`src/rtl/audio_frame_scheduler.sv`:
```
// Two-source stereo frame scheduler: arbitrates whole L/R frames onto a single
// sample-wide encoder port and re-aligns channels with pad samples on rejection.
module audio_frame_scheduler #(
  parameter int audio_width = 16
) (
  input  logic                   clk,
  input  logic                   reset,
  input  logic                   sel_mode,
  input  logic                   mute,
  input  logic                   s0_valid,
  input  logic                   s1_valid,
  output logic                   s0_ready,
  output logic                   s1_ready,
  input  logic [audio_width-1:0] s0_left,
  input  logic [audio_width-1:0] s0_right,
  input  logic [audio_width-1:0] s1_left,
  input  logic [audio_width-1:0] s1_right,
  output logic                   o_valid,
  output logic                   o_is_left,
  output logic [audio_width-1:0] o_audio,
  input  logic                   enc_ready,
  output logic                   active_src,
  output logic                   frame_busy,
  output logic [7:0]             resync_count,
  output logic [15:0]            underrun_count
);

  typedef enum logic [3:0] {
    IDLE, SEND_L, CHK_L, PAD_R, CHK_PR, SEND_R, CHK_R, PAD_L, CHK_PL
  } state_t;

  state_t                 state;
  logic                   rr_last;
  logic                   starving;
  logic [audio_width-1:0] left_q;
  logic [audio_width-1:0] right_q;

  logic                   grant_any;
  logic                   grant_src;
  logic [audio_width-1:0] cap_left;
  logic [audio_width-1:0] cap_right;
  logic [7:0]             resync_next;

  // Round-robin only breaks ties; a lone requester always wins.
  always_comb begin
    grant_any   = s0_valid | s1_valid;
    grant_src   = (sel_mode && s0_valid && s1_valid) ? ~rr_last : ~s0_valid;
    s0_ready    = (state == IDLE) && grant_any && !grant_src;
    s1_ready    = (state == IDLE) && grant_any && grant_src;
    cap_left    = mute ? '0 : (grant_src ? s1_left  : s0_left);
    cap_right   = mute ? '0 : (grant_src ? s1_right : s0_right);
    resync_next = (resync_count == 8'hff) ? resync_count : resync_count + 8'd1;
  end

  // NOTE: every register here uses <= so all branches see pre-edge values.
  always_ff @(posedge clk or posedge reset) begin
    if (reset) begin
      state          <= IDLE;
      o_valid        <= 1'b0;
      o_is_left      <= 1'b1;
      o_audio        <= '0;
      active_src     <= 1'b0;
      rr_last        <= 1'b1;
      frame_busy     <= 1'b0;
      resync_count   <= '0;
      underrun_count <= '0;
      starving       <= 1'b0;
      left_q         <= '0;
      right_q        <= '0;
    end else begin
      case (state)
        IDLE: begin
          if (grant_any) begin
            left_q     <= cap_left;
            right_q    <= cap_right;
            active_src <= grant_src;
            rr_last    <= grant_src;
            starving   <= 1'b0;
            frame_busy <= 1'b1;
            state      <= SEND_L;
            o_valid    <= 1'b1;
            o_is_left  <= 1'b1;
            o_audio    <= cap_left;
          end else begin
            starving <= 1'b1;
            if (!starving && underrun_count != 16'hffff)
              underrun_count <= underrun_count + 16'd1;
          end
        end
        SEND_L: if (enc_ready) begin state <= CHK_L;  o_valid <= 1'b0; end
        SEND_R: if (enc_ready) begin state <= CHK_R;  o_valid <= 1'b0; end
        PAD_R:  if (enc_ready) begin state <= CHK_PR; o_valid <= 1'b0; end
        PAD_L:  if (enc_ready) begin state <= CHK_PL; o_valid <= 1'b0; end
        CHK_L: begin
          // Encoder still ready means it wanted the right channel: pad it.
          o_valid   <= 1'b1;
          o_is_left <= 1'b0;
          if (enc_ready) begin
            resync_count <= resync_next;
            state        <= PAD_R;
            o_audio      <= '0;
          end else begin
            state   <= SEND_R;
            o_audio <= right_q;
          end
        end
        CHK_R: begin
          if (enc_ready) begin
            resync_count <= resync_next;
            state        <= PAD_L;
            o_valid      <= 1'b1;
            o_is_left    <= 1'b1;
            o_audio      <= '0;
          end else begin
            state      <= IDLE;
            frame_busy <= 1'b0;
          end
        end
        CHK_PR: begin
          if (enc_ready) resync_count <= resync_next;
          state     <= SEND_L;
          o_valid   <= 1'b1;
          o_is_left <= 1'b1;
          o_audio   <= left_q;
        end
        CHK_PL: begin
          if (enc_ready) resync_count <= resync_next;
          state     <= SEND_R;
          o_valid   <= 1'b1;
          o_is_left <= 1'b0;
          o_audio   <= right_q;
        end
        default: begin
          state      <= IDLE;
          o_valid    <= 1'b0;
          frame_busy <= 1'b0;
        end
      endcase
    end
  end

endmodule

```
`config.mk`:
```
export PLATFORM = sky130hd
export DESIGN_NAME = audio_frame_scheduler
export DESIGN_NICKNAME = d
export VERILOG_FILES = /design/src/rtl/audio_frame_scheduler.sv
export SDC_FILE = /design/constraint.sdc
export NUM_CORES = 1
export LEC_CHECK = 0
export CAP_MARGIN = 20
export CORE_UTILIZATION = 45
export CTS_CLUSTER_DIAMETER = 150
export CTS_CLUSTER_SIZE = 30
export DETAILED_ROUTE_END_ITERATION = 10
export PLACE_DENSITY = 0.83
export SLEW_MARGIN = 20
export SYNTH_ARGS = -nofsm -noshare
export SYNTH_HDL_FRONTEND = slang
export SYNTH_SLANG_ARGS = --single-unit
```
`constraint.sdc`:
```
create_clock -name clk -period 3.79 [get_ports clk]
set_clock_uncertainty 0.15 [all_clocks]
set_input_delay 0.5685 -clock clk [delete_from_list [all_inputs] [get_ports clk]]
set_output_delay 0.5685 -clock clk [all_outputs]
set_load 0.05 [all_outputs]
```
-- Word-level counts from Yosys, hierarchy flattened
Index checks and enable logic that the tools add are counted.
- bits in registers: 82
- input bits: 71
- output and inout port bits: 46
- logic and storage cells: 87
- add/sub/neg operators: 2
- equal/unequal tests: 18
- mux-type cells: 25
- bitwise logic cells: 6
- reduce and logical (&&, ||, !) cells: 24
- operators by type and width (kind ; number):
    16-bit 2-to-1 mux ; 7
    16-bit one-hot mux with 5 select lines ; 1
    4-bit one-hot mux with 9 select lines ; 1
    4-bit 2-to-1 mux ; 5
    3-bit AND reduction ; 6
    16-bit by 1-bit adder with 16-bit output (second input constant) ; 1
    4-bit by 3-bit equality test with 1-bit output (second input constant) ; 4
    16-bit inequality test (second input constant) ; 1
    2-bit inequality test (second input constant) ; 7
    8-bit by 1-bit adder with 8-bit output (second input constant) ; 1
    4-bit by 2-bit equality test with 1-bit output (second input constant) ; 2
    8-bit equality test (second input constant) ; 1
    1-bit one-hot mux with 4 select lines ; 2
    4-bit OR reduction ; 2
    7-bit OR reduction ; 1
    1-bit logical AND ; 6
    1-bit 2-to-1 mux ; 6
    3-bit 2-to-1 mux ; 2
    1-bit NOT ; 5
    5-bit AND reduction ; 1
    5-bit nonzero test ; 1
    4-bit by 1-bit equality test with 1-bit output (second input constant) ; 1
    4-bit equality test (second input constant) ; 1
    4-bit logical NOT ; 1
    other kinds (8) ; 9

-- Logic depth before layout (Yosys ltp)
- depth after elaboration: 7
- depth in mapped cells: 8

-- Worst setup path after synthesis
Ideal clock, no wire load.
- kind: register to output
- from: register state[0]
- to: output s1_ready
- arrival time: 1982 ps
- setup slack: 1089 ps
- cell stages (with the launch flop): 6
- buffers on the path: 2
- path through: dfrtp_1 > buf_6 > nor4_1 > o21ai_1 > clkbuf_1 > nor2_1
- word-level cells in the longest chain between the ends: 3
- ends and longest elaborated chain (item ; RTL line ; text):
    start: declaration ; 32 ; state_t state;
    start signal: assignment ; 58 ; state <= IDLE;
    start signal: assignment ; 80 ; state <= SEND_L;
    start signal: assignment ; 90 ; SEND_L: if (enc_ready) begin state <= CHK_L; o_valid <= 1'b0; end
    4-bit logical NOT ; 49 ; s1_ready = (state == IDLE) && grant_any && grant_src;
    1-bit logical AND (2 in a row) ; 49 ;
    end: declaration ; 13 ; output logic s1_ready,
No other way between the ends.

-- Worst setup path after layout
- from: register state[2]
- to: output s1_ready
Same word-level chain as after synthesis.

==> impl_metrics.tcl <==
set metrics [dict create \
    drtIter0Drc 331 \
    grt_pass1_vias 4185 \
    cts_tree "built" \
    drv_cap 0 \
    status "complete, no violations" \
    grtUsageTotal_pct 23.7 \
    path_max_fanout 29 \
    critPathTopFamily "simple AND/OR/NAND/NOR gates" \
    synth_common_cells "dfrtp_1 (80), o31ai_1 (50), nand2_1 (43)" \
    finalHoldViolations 0 \
    fmaxAchievable_ghz 0.312 \
    max-slew-margin-rel_pct 42.2 \
    diodes 0 \
    fin_util_pct 61.8 \
    crit_path_end_kind "output port" \
    yosysTopAreaCellShare_pct 42.8 \
    dpl-instance-area_um2 5920 \
    finalPower_mw 4.28 \
    yosys_warnings 0 \
    avgSynthCellArea_um2 9.44 \
    period_minus_slack_ns 3.21 \
    nets 656 \
    tightest_slew_ns 0.867 \
    grt_start_max_net_pins 54 \
    numClockSinks 82 \
    cp.arrival_ns 2.49 \
    cts_resized 0 \
    coreArea_um2 9910 \
    drive_gt1_share_pct 7.31 \
    cts_setup_buffers 0 \
    syn_inst 496 \
    startpoint_type "register" \
    synth_top_flop_cell "dfrtp_1" \
    die_area_um2 10800 \
    numCtsBuffers 9 \
    async_flop_share_pct 100 \
    drt_wl_total_um 12400 \
    holdWs_ns 0.325 \
    final_antenna_net_count 0 \
    path_class "register to output port" \
    vdd_drop_max_mv 0.358 \
    drt-pass1-iter-count 5 \
    synth-edff-count 0 \
    final_max_slew_viol_count 0 \
    crit_chain "nor4_1 -> o21ai_4 -> nor2_1 -> buf_12" \
    hold_class "register to register" \
    synth.net_count 569 \
    clk_pin_slew_worst_paths_ns 0.09 \
    die_x_um 104 \
    initial_core_util_pct 47.2 \
    synth_cell_types 47 \
    yosysSeqAreaShare_pct 43.9 \
    setup_viol 0 \
    root_buffer "clkbuf_8" \
    place_congestion 0.906 \
    cp_slowest_cell "nor4_1" \
    fp.dieH_um 104 \
    p_leak_nw 2.57 \
    synth_most_common_cell "dfrtp_1" \
    final_area_um2 6120 \
    portBuffers 116 \
    rsz0062_at_grt "no" \
    critPathBufInv 1 \
    holdBufCountCts 0 \
    route.detailed.drc 0 \
    cp_data_required_time_ns 3.07 \
    grt_pass1_wl_um 20700 \
    powerDensity_nw_per_um2 699 \
    io_pins 117 \
    synthTopCellsByArea "dfrtp_1 (43%), o31ai_1 (8.0%), a21oi_1 (4.1%)" \
    avgRoutedWirePerCell_um 17.2 \
    min_period_over_period_pct 84.7 \
    synth_top_area_cell "dfrtp_1" \
    rrSetupSlack_ns 0.87 \
    htreeDepth 3 \
    overflow 0 \
    antenna_found_initial 0 \
    dp_hpwl_um 8690 \
    slowest_delay_ns 0.77 \
    clk_latency_ns 0.37 \
    vias_per_cell 6.04 \
    syn_area_um2 4680 \
    tns_ns 0 \
    area_delta_synth_final_pct 30.8 \
    num_rows 36 \
    num_vias 4354 \
    cts_buffer_depth 2 \
    ys_ff_latch 82 \
]
## worst register-to-register path, delay by kind of cell (launching register included)
family,cells,cell delay (ns)
DFF,1,0.70
and+or+nand+nor,2,1.29
AOI/OAI and AO/OA,2,0.38
buffers and inverters,1,0.31
## layout by cell type, fill, tap and decap left out, drive strengths merged, types with 6 or more instances in the layout
master	Yosys	layout
a21oi	38	38
a221oi	16	16
buf	10	12
clkbuf	40	9
clkdlybuf4s50	0	114
dfrtp	80	80
inv	25	29
mux2i	16	16
nand2	43	43
nand3	11	11
nand4b	16	16
nor2	9	9
nor3	10	10
nor3b	18	18
nor4	12	12
o21ai	20	20
o311a	16	16
o31ai	50	50
or3	6	6
xor2	19	19
## where the power goes
part | leakage, nW | total (mW) | internal [mW] | switching (mW)
clock | 0.102 | 0.668 | 0.316 | 0.352
sequential | 1.05 | 1.51 | 1.21 | 0.298
combinational | 1.42 | 2.10 | 0.801 | 1.30
## area by class of cell
cell class | instances | area, µm²
fillers | 815 | 3780
multi-input cells | 339 | 2350
flip-flops and latches | 82 | 2050
repair buffers | 126 | 1260
well taps | 133 | 166
clock buffers | 9 | 124
inverters | 25 | 95.1
clock inverters | 7 | 81.3
## per-stage QoR
stage	setup slack, ns	std cells
2_1_floorplan	0.966	496
3_3_place_gp	0.762	705
3_5_place_dp	0.688	705
4_1_cts	0.641	721
5_1_grt	0.462	721
6_report	0.580	721
## final timing paths
kind | from | endpoint | cells past startpoint
worst max-delay path | state[2] | s1_ready | 4
worst min-delay path | rr_last | rr_last | 2
worst max register to register | state[2] | right_q[13] | 5
worst min register to register | rr_last | rr_last | 2
max in group asynchronous | reset | o_is_left | 3
min in group asynchronous | reset | left_q[2] | 2
## registers in the layout (all words and copies together), names as in the netlist, 4 cells and up
signal          flops
left_q             16
underrun_count     16
o_audio            16
state               4
right_q            16
resync_count        8
## cell families (layout without fill, tap and decap cells)
| family | after synthesis | count (layout) | synth area share (%) |
|---|---|---|---|
| AND/OR/NAND/NOR | 146 | 146 | 18.6 |
| AO/OA/AOI/OAI | 149 | 149 | 22.2 |
| XOR/XNOR | 22 | 22 | 4.12 |
| adder cells (fa/ha/maj) | 2 | 2 | 0.535 |
| buffers and inverters | 75 | 167 | 6.34 |
| multiplexers | 20 | 20 | 4.38 |
| flip-flops | 82 | 82 | 43.9 |
## layer usage
layer | GRT usage, % | routed length (µm)
met4 | 10.8 | 384
met3 | 3.82 | 794
met2 | 38.2 | 5820
met5 | 0 | 0
met1 | 31.4 | 5370
(Power assumes the default switching activity.)
